$ cat config.mk
export PLATFORM = sky130hd
export DESIGN_NAME = uart_rx_ctrl
export DESIGN_NICKNAME = d
export VERILOG_FILES = /design/src/rtl/uart_rx_pkg.sv /design/src/rtl/uart_rx_sampler.sv /design/src/rtl/uart_rx_ctrl.sv
export SDC_FILE = /design/constraint.sdc
export NUM_CORES = 1
export LEC_CHECK = 0
export ABC_CLOCK_PERIOD_IN_PS = 2300
export CORE_MARGIN = 5
export CORE_UTILIZATION = 46
export CTS_CLUSTER_DIAMETER = 150
export DETAILED_ROUTE_END_ITERATION = 10
export PLACE_DENSITY = 0.75
export SETUP_SLACK_MARGIN = 0.05
export SYNTH_ARGS = -nofsm -noshare
export SYNTH_HDL_FRONTEND = slang
export SYNTH_SLANG_ARGS = --single-unit
$ cat constraint.sdc
create_clock -name clk -period 2.3 [get_ports clk]
set_clock_uncertainty 0.05 [all_clocks]
set_input_delay 0.575 -clock clk [delete_from_list [all_inputs] [get_ports clk]]
set_output_delay 0.575 -clock clk [all_outputs]
set_load 0.05 [all_outputs]
$ cat src/rtl/uart_rx_pkg.sv
// uart_rx_pkg
//   Shared types and constants for the UART receiver slice.
//   - rx_state_t     : frame controller states
//   - PAR_EVEN/ODD   : encoding of the par_typ input
//   - START_IDX      : bit_count value of the start bit
//   - DATA_LAST_IDX  : bit_count value of the last data bit (8-bit frames)
//   - majority3      : 2-of-3 vote used by the sampler
package uart_rx_pkg;

  typedef enum logic [2:0] {
    IDLE,
    START,
    DATA,
    PARITY,
    STOP
  } rx_state_t;

  localparam logic PAR_EVEN = 1'b0;
  localparam logic PAR_ODD  = 1'b1;

  localparam logic [3:0] START_IDX     = 4'd0;
  localparam logic [3:0] DATA_LAST_IDX = 4'd8;

  function automatic logic majority3(input logic a, input logic b, input logic c);
    return (a & b) | (a & c) | (b & c);
  endfunction

endpackage

$ cat src/rtl/uart_rx_sampler.sv
// uart_rx_sampler
//   Captures rx_in at edge_count mid-1, mid and mid+1 (mid = prescale/2) and
//   registers the 2-of-3 majority vote as sampled_bit.
//   Ports:
//     clk, rst     : clock, synchronous active-high reset
//     enable       : sampling allowed (the frame counter is running)
//     rx_in        : synchronised serial input
//     edge_count   : oversampling position within the current bit
//     prescale     : oversampling ratio
//     sampled_bit  : voted bit value, valid from the cycle after mid+1
module uart_rx_sampler
  import uart_rx_pkg::*;
#(
  parameter int PRESC_W = 6
) (
  input  logic               clk,
  input  logic               rst,
  input  logic               enable,
  input  logic               rx_in,
  input  logic [PRESC_W-1:0] edge_count,
  input  logic [PRESC_W-1:0] prescale,
  output logic               sampled_bit
);

  localparam logic [PRESC_W-1:0] ONE = PRESC_W'(1);

  logic [PRESC_W-1:0] mid;
  logic [2:0]         taps;

  assign mid = prescale >> 1;

  // The third tap is voted directly from rx_in on the mid+1 edge, so the
  // result lands in sampled_bit one cycle after mid+1, long before bit_end.
  always_ff @(posedge clk) begin
    if (rst) begin
      taps        <= 3'b000;
      sampled_bit <= 1'b0;
    end else if (enable) begin
      if (edge_count == mid - ONE) taps[0] <= rx_in;
      if (edge_count == mid)       taps[1] <= rx_in;
      if (edge_count == mid + ONE) begin
        taps[2]     <= rx_in;
        sampled_bit <= majority3(taps[0], taps[1], rx_in);
      end
    end
  end

endmodule

$ cat src/rtl/uart_rx_ctrl.sv
// uart_rx_ctrl
//   UART receive frame controller. Drives the external edge/bit counter,
//   deserialises DATA_W bits LSB first, checks start, optional parity and
//   stop, and reports each frame with exactly one single-cycle pulse.
//   Ports:
//     clk, rst     : clock, synchronous active-high reset
//     rx_in        : synchronised serial input, idle high
//     prescale     : oversampling ratio (8, 16 or 32)
//     par_en       : frame carries a parity bit
//     par_typ      : 0 even parity, 1 odd parity
//     edge_count   : counter position within the bit
//     bit_count    : counter bit index within the frame (0 = start)
//     cnt_enable   : counter enable, high whenever a frame is in progress
//     p_data       : last good byte, held until the next good frame
//     data_valid   : pulse, good frame, p_data valid in the same cycle
//     par_err      : pulse, parity mismatch, frame dropped
//     stp_err      : pulse, stop bit low, frame dropped
//     strt_glitch  : pulse, start bit voted high, frame aborted
//     busy         : a frame is in progress
module uart_rx_ctrl
  import uart_rx_pkg::*;
#(
  parameter int DATA_W  = 8,
  parameter int PRESC_W = 6
) (
  input  logic               clk,
  input  logic               rst,
  input  logic               rx_in,
  input  logic [PRESC_W-1:0] prescale,
  input  logic               par_en,
  input  logic               par_typ,
  input  logic [PRESC_W-1:0] edge_count,
  input  logic [3:0]         bit_count,
  output logic               cnt_enable,
  output logic [DATA_W-1:0]  p_data,
  output logic               data_valid,
  output logic               par_err,
  output logic               stp_err,
  output logic               strt_glitch,
  output logic               busy
);

  localparam logic [PRESC_W-1:0] ONE      = PRESC_W'(1);
  localparam logic [3:0]         LAST_IDX = 4'(DATA_W);

  rx_state_t         state, state_next;
  logic [DATA_W-1:0] shift, shift_next;
  logic [DATA_W-1:0] p_data_next;
  logic              par_err_q, par_err_next;
  logic              dv_next, pe_next, se_next, sg_next;
  logic              sampled_bit;
  logic              bit_end;

  assign cnt_enable = (state != IDLE);
  assign busy       = (state != IDLE);
  assign bit_end    = cnt_enable && (edge_count == prescale - ONE);

  uart_rx_sampler #(
    .PRESC_W (PRESC_W)
  ) u_sampler (
    .clk         (clk),
    .rst         (rst),
    .enable      (cnt_enable),
    .rx_in       (rx_in),
    .edge_count  (edge_count),
    .prescale    (prescale),
    .sampled_bit (sampled_bit)
  );

  // State, datapath and output registers. Pulses are recomputed every
  // cycle so each one is high for a single cycle only.
  always_ff @(posedge clk) begin
    if (rst) begin
      state       <= IDLE;
      shift       <= '0;
      p_data      <= '0;
      par_err_q   <= 1'b0;
      data_valid  <= 1'b0;
      par_err     <= 1'b0;
      stp_err     <= 1'b0;
      strt_glitch <= 1'b0;
    end else begin
      state       <= state_next;
      shift       <= shift_next;
      p_data      <= p_data_next;
      par_err_q   <= par_err_next;
      data_valid  <= dv_next;
      par_err     <= pe_next;
      stp_err     <= se_next;
      strt_glitch <= sg_next;
    end
  end

  // Frame sequencing. Every decision is taken on bit_end, when the voted
  // sample of the current bit has been stable for several cycles. The stop
  // check outranks the parity check so a frame yields at most one pulse.
  always_comb begin
    state_next   = state;
    shift_next   = shift;
    p_data_next  = p_data;
    par_err_next = par_err_q;
    dv_next      = 1'b0;
    pe_next      = 1'b0;
    se_next      = 1'b0;
    sg_next      = 1'b0;
    case (state)
      IDLE: begin
        par_err_next = 1'b0;
        if (!rx_in) state_next = START;
      end
      START: begin
        if (bit_end) begin
          if (sampled_bit) begin
            state_next = IDLE;
            sg_next    = 1'b1;
          end else begin
            state_next = DATA;
          end
        end
      end
      DATA: begin
        if (bit_end) begin
          shift_next = {sampled_bit, shift[DATA_W-1:1]};
          if (bit_count == LAST_IDX) state_next = par_en ? PARITY : STOP;
        end
      end
      PARITY: begin
        if (bit_end) begin
          par_err_next = ((^shift) ^ (par_typ == PAR_ODD)) != sampled_bit;
          state_next   = STOP;
        end
      end
      STOP: begin
        if (bit_end) begin
          state_next = IDLE;
          if (!sampled_bit) begin
            se_next = 1'b1;
          end else if (par_err_q) begin
            pe_next = 1'b1;
          end else begin
            dv_next     = 1'b1;
            p_data_next = shift;
          end
        end
      end
      default: state_next = IDLE;
    endcase
  end

endmodule

### Word level (Yosys, flattened, before mapping)

Cells that the tools add are included.

* input bits: 21
* register bits after elaboration: 27

* bitwise logic cells: 11
* multiplexer cells: 15
* equality and inequality tests: 16
* reduce and logical (&&, ||, !) cells: 15
* add/subtract/negate cells: 3

Operators by type and width (count)
* $mux W3: 7
* $eq A6 B6 Y1: 3
* $pmux W3 S5: 1
* $ne A2 B2 Y1 const B: 6
* $reduce_and A2 Y1: 5
* $reduce_xor A8 Y1: 1
* $add A5 B1 Y6 const B: 1
* $eq A3 B2 Y1 const B: 2
* $eq A6 B5 Y1: 1
* $reduce_and A6 Y1: 1
* $reduce_or A3 Y1: 2
* $sub A5 B1 Y6 const B: 1
* $sub A6 B1 Y6 const B: 1
* $mux W1: 5
* $not A1 Y1: 5
* $eq A4 B4 Y1 const B: 1
* $reduce_and A4 Y1: 1
* $reduce_or A4 Y1: 1
* $and A1 B1 Y1: 3
* $eq A3 B1 Y1 const B: 1
* $eq A3 B3 Y1 const B: 1
* $logic_not A3 Y1: 1
* $reduce_bool A3 Y1: 1
* $mux W2: 1
* other kinds (6): 7

### Logic depth before layout (Yosys ltp)

* depth after elaboration: 5
* depth in mapped cells: 9

### Cells and area by module

Synthesis repeated with hierarchy kept, for this count alone.

* cells, all modules: 186
* area, all modules: 1808.0 µm²

Modules (own cells, without submodules)
* uart_rx_ctrl: sequential area each 480.5 µm², instances 1, cells each 136, area an instance 1402.6 µm²
* uart_rx_sampler: sequential area each 60.1 µm², instances 1, cells each 50, area an instance 405.4 µm²

### Least setup slack after synthesis

Ideal clock, no wire load.

* path type: input port to flip-flop
* from: in prescale[2]
* to: reg p_data[1]
* arrival: 2.228 ns
* path buffers: 2
* required time: 2.130 ns
* setup slack: -0.098 ns
* cell stages on the path: 9
* library setup time: 0.120 ns
* cell sequence: buf_6 -> inv_1 -> ha_1 -> a21boi_0 -> xnor2_2 -> o2111ai_2 -> or3_1 -> buf_2 -> mux2i_1

* cells in the longest elaborated chain, start to end: 4

RTL lines
* from (decl): RTL line uart_rx_ctrl.sv:29 `input logic [PRESC_W-1:0] prescale,`
* $sub A6 B1 Y6: RTL line uart_rx_ctrl.sv:56 `assign bit_end = cnt_enable && (edge_count == prescale - ONE);`
* $eq A6 B6 Y1: RTL line uart_rx_ctrl.sv:56
* $logic_and A1 B1 Y1: RTL line uart_rx_ctrl.sv:56
* $reduce_and A4 Y1 (no line)
* to (signal assigned): RTL line uart_rx_ctrl.sv:85 `p_data <= p_data_next;`
* to (decl): RTL line uart_rx_ctrl.sv:35 `output logic [DATA_W-1:0] p_data,`

No other way between the ends.
A chain may end at the register's enable or synchronous reset.

### Final worst setup path

* from: in prescale[0]
* to: reg par_err_q

* cells in the longest elaborated chain, start to end: 5

RTL lines
* $sub A6 B1 Y6: RTL line uart_rx_ctrl.sv:56
* $eq A6 B6 Y1: RTL line uart_rx_ctrl.sv:56
* $logic_and A1 B1 Y1: RTL line uart_rx_ctrl.sv:56
* $ne A2 B2 Y1 (no line)
* $reduce_and A2 Y1 (no line)
* to (signal assigned): RTL line uart_rx_ctrl.sv:86 `par_err_q <= par_err_next;`
* to (decl): RTL line uart_rx_ctrl.sv:49 `logic par_err_q, par_err_next;`

No other way between the ends.

==> impl_metrics.tcl <==
set metrics [dict create \
    globalplace.congestion 0.826 \
    start_util 0.478 \
    synth-edff-count 0 \
    ys_async_sr_fraction 0 \
    yosys_warnings 0 \
    die_area_sq_um 5170 \
    min_period_ns 2.23 \
    io_buffers 34 \
    wirelength_mm 4.20 \
    min_period_over_period 0.971 \
    synth_area_leaders "dfxtp_1 (31%), mux2i_1 (9.7%), xnor2_1 (7.9%)" \
    synthCells 189 \
    synth_commonest_cells "dfxtp_1 (27), mux2i_1 (17), nand2b_1 (17)" \
    min_to "p_data[4]" \
    synthesis.nets 214 \
    place_ws_ns -0.571 \
    r2r_setup_slack_ns 0.46 \
    stdcell_area_sq_um 2560 \
    drc_errors 0 \
    synth-seq-area-share 0.307 \
    rsz0062_at_grt "true" \
    hold_path_class "reg -> reg" \
    endpoint_kind "flop" \
    worstPathRequired_ns 2.47 \
    finalWorstSetupSlack_ns 0.0674 \
    maxCapViolCount 0 \
    path_max_fanout 8 \
    grt_start_max_net_pins 17 \
    viasPerCell 5.30 \
    yosysTopAreaCell "dfxtp_1" \
    grtUsageTotal 0.170 \
    holdBufCountCts 0 \
    diodes 0 \
    insertion_delay_ns 0.27 \
    synth_top_family_by_area "simple AND/OR/NAND/NOR gates" \
    clk_pin_slew_ns 0.09 \
    ir_drop_uv 260 \
    hold_start "p_data[4]" \
    synth_top_area_share 0.307 \
    grt_pass1_vias 1569 \
    reg2regPathDepth 5 \
    yosysMostFrequentCell "dfxtp_1" \
    avgRoutedWirePerCell_um 14.2 \
    area_growth_pct 45.4 \
    drv_slew 0 \
    drive_above_1_share 0.293 \
    dp.cells 288 \
    cts_tree "done" \
    die_h_um 71.9 \
    yosysUniqueCellTypes 52 \
    r2r_start "state[0]" \
    antenna_left 0 \
    relSlewSlack 0.659 \
    worstPathArrival_ns 2.40 \
    antenna_found_initial 0 \
    drt_iter0_markers 122 \
    finalNonFillerCells 297 \
    placed_cell_area_sq_um 2360 \
    synth-compound-area-share 0.121 \
    crit_type "in -> reg" \
    rows 22 \
    synth.cell_area_sq_um 1760 \
    cts-htree-levels 1 \
    dr.pass1.iters 4 \
    max_freq_mhz 448 \
    avgSynthCellArea_sq_um 9.33 \
    die_x_um 71.9 \
    worstMarginPinSlew_ns 0.509 \
    p_leak_nw 1.06 \
    io-pin-count 35 \
    setup_viol 0 \
    tns_ns 0 \
    final_util 0.695 \
    critPathLaunchType "primary input" \
    grt_pass1_wl_mm 7.05 \
    whs_path_depth 2 \
    yosys.area_share.simple 0.243 \
    dp_hpwl_mm 3.23 \
    synth-seq-cells 27 \
    synthAdderAreaFrac 0.0284 \
    finalHoldViolCount 0 \
    coreArea_sq_um 3690 \
    clock_sinks 27 \
    power_density_nw_per_um2 485 \
    rr_endpoint "par_err_q" \
    vias 1573 \
    numCtsBuffers 3 \
    synth-xor-area-share 0.151 \
    status "completed" \
    cts-root-buf "clkbuf_8" \
    cts_buffer_depth 2 \
    grt-ovfl-total 0 \
    fin_nets 275 \
    synth.area.mux_share 0.0965 \
    synthFlopType "dfxtp_1" \
]
[what timing repair did]
action                                  in CTS  in global routing
resized for setup                           22                 11
pin swaps                                    9                  3
endpoints found under the setup margin      25                 26
buffers inserted                             4                  1
[where the power goes]
part           internal [mW]  switching [mW]  total [mW]
clock network          0.123           0.150       0.273
logic                  0.207           0.258       0.464
registers              0.480          0.0249       0.505
[worst max-delay path by stage]
stage | from | to | slack (ns) | cells after the start
4_1_cts | prescale[2] | par_err_q | 0.06 | 7
3_5_place_dp | prescale[1] | p_data[2] | -0.57 | 8
5_1_grt | prescale[0] | par_err_q | 0.01 | 9
3_3_place_gp | prescale[1] | p_data[2] | -0.54 | 8
6_report | prescale[0] | par_err_q | 0.07 | 9
2_1_floorplan | prescale[2] | p_data[1] | -0.03 | 9
[critical path, cell delays in order]
cell and delay [ns]:
clkdlybuf4s15_1 0.20, inv_2 0.08, ha_4 0.13, buf_6 0.09
nor2b_4 0.03, or3_4 0.36, a31o_4 0.26, or4_4 0.54
a21oi_2 0.12
[layout make-up]
cell class                      count  area (sq um)
Timing Repair Buffer               68           634
Multi-Input combinational cell    143          1250
Fill cell                         281          1120
Inverter                            7          26.3
Tap cell                           48          60.1
Sequential cell                    27           541
Clock buffer                        3          41.3
Clock inverter                      1          7.51
[sequential cells by signal, summed over array words and instances, names as in the netlist]
| signal | cells |
|---|---|
| strt_glitch | 1 |
| stp_err | 1 |
| shift | 8 |
| p_data | 8 |
| u_sampler.sampled_bit | 1 |
| par_err_q | 1 |
| data_valid | 1 |
| state | 3 |
| u_sampler.taps | 2 |
| par_err | 1 |
[cell families after synthesis]
kind of cell    Yosys count
simple gates             67
xor+xnor                 28
compound gates           27
flops                    27
buf+inv                  19
mux                      17
fa+ha+maj                 4
[stage by stage]
stage | total power, mW | hold WS [ns]
2_1_floorplan | 0.811 | 0.375
3_3_place_gp | 0.946 | 0.393
3_5_place_dp | 0.950 | 0.404
4_1_cts | 1.23 | 0.432
5_1_grt | 1.32 | 0.447
6_report | 1.24 | 0.426
[placed cells by master (no fill, tap or decap), types with 2 or more instances in the layout]
cell,instances
a21o_1,2
a21oi_1,4
a311oi_1,2
a31o_2,2
a31oi_1,2
buf_12,3
buf_4,31
buf_6,2
clkbuf_8,3
clkdlybuf4s50_1,24
dfxtp_1,27
dlygate4sd2_1,3
dlymetal6s2s_1,3
ha_4,2
inv_1,4
inv_2,3
mux2i_1,17
nand2_1,6
nand2b_1,17
nand3_1,3
nand4_1,2
nor2_1,9
nor3_1,3
nor4_1,2
nor4b_1,3
nor4b_2,3
o21ai_0,2
or2_2,2
or3_4,2
xnor2_1,16
xor2_1,7
xor2_2,3
[per-layer routing]
layer | track usage | up-vias | routed length [um]
li1 | - | 798 | -
met1 | 0.200 | 738 | 1770
met2 | 0.311 | 30 | 2250
met3 | 0.0277 | 7 | 121
met4 | 0.0564 | 0 | 62
met5 | 0 | - | 0
No activity file was read; power rests on OpenSTA's default activity.
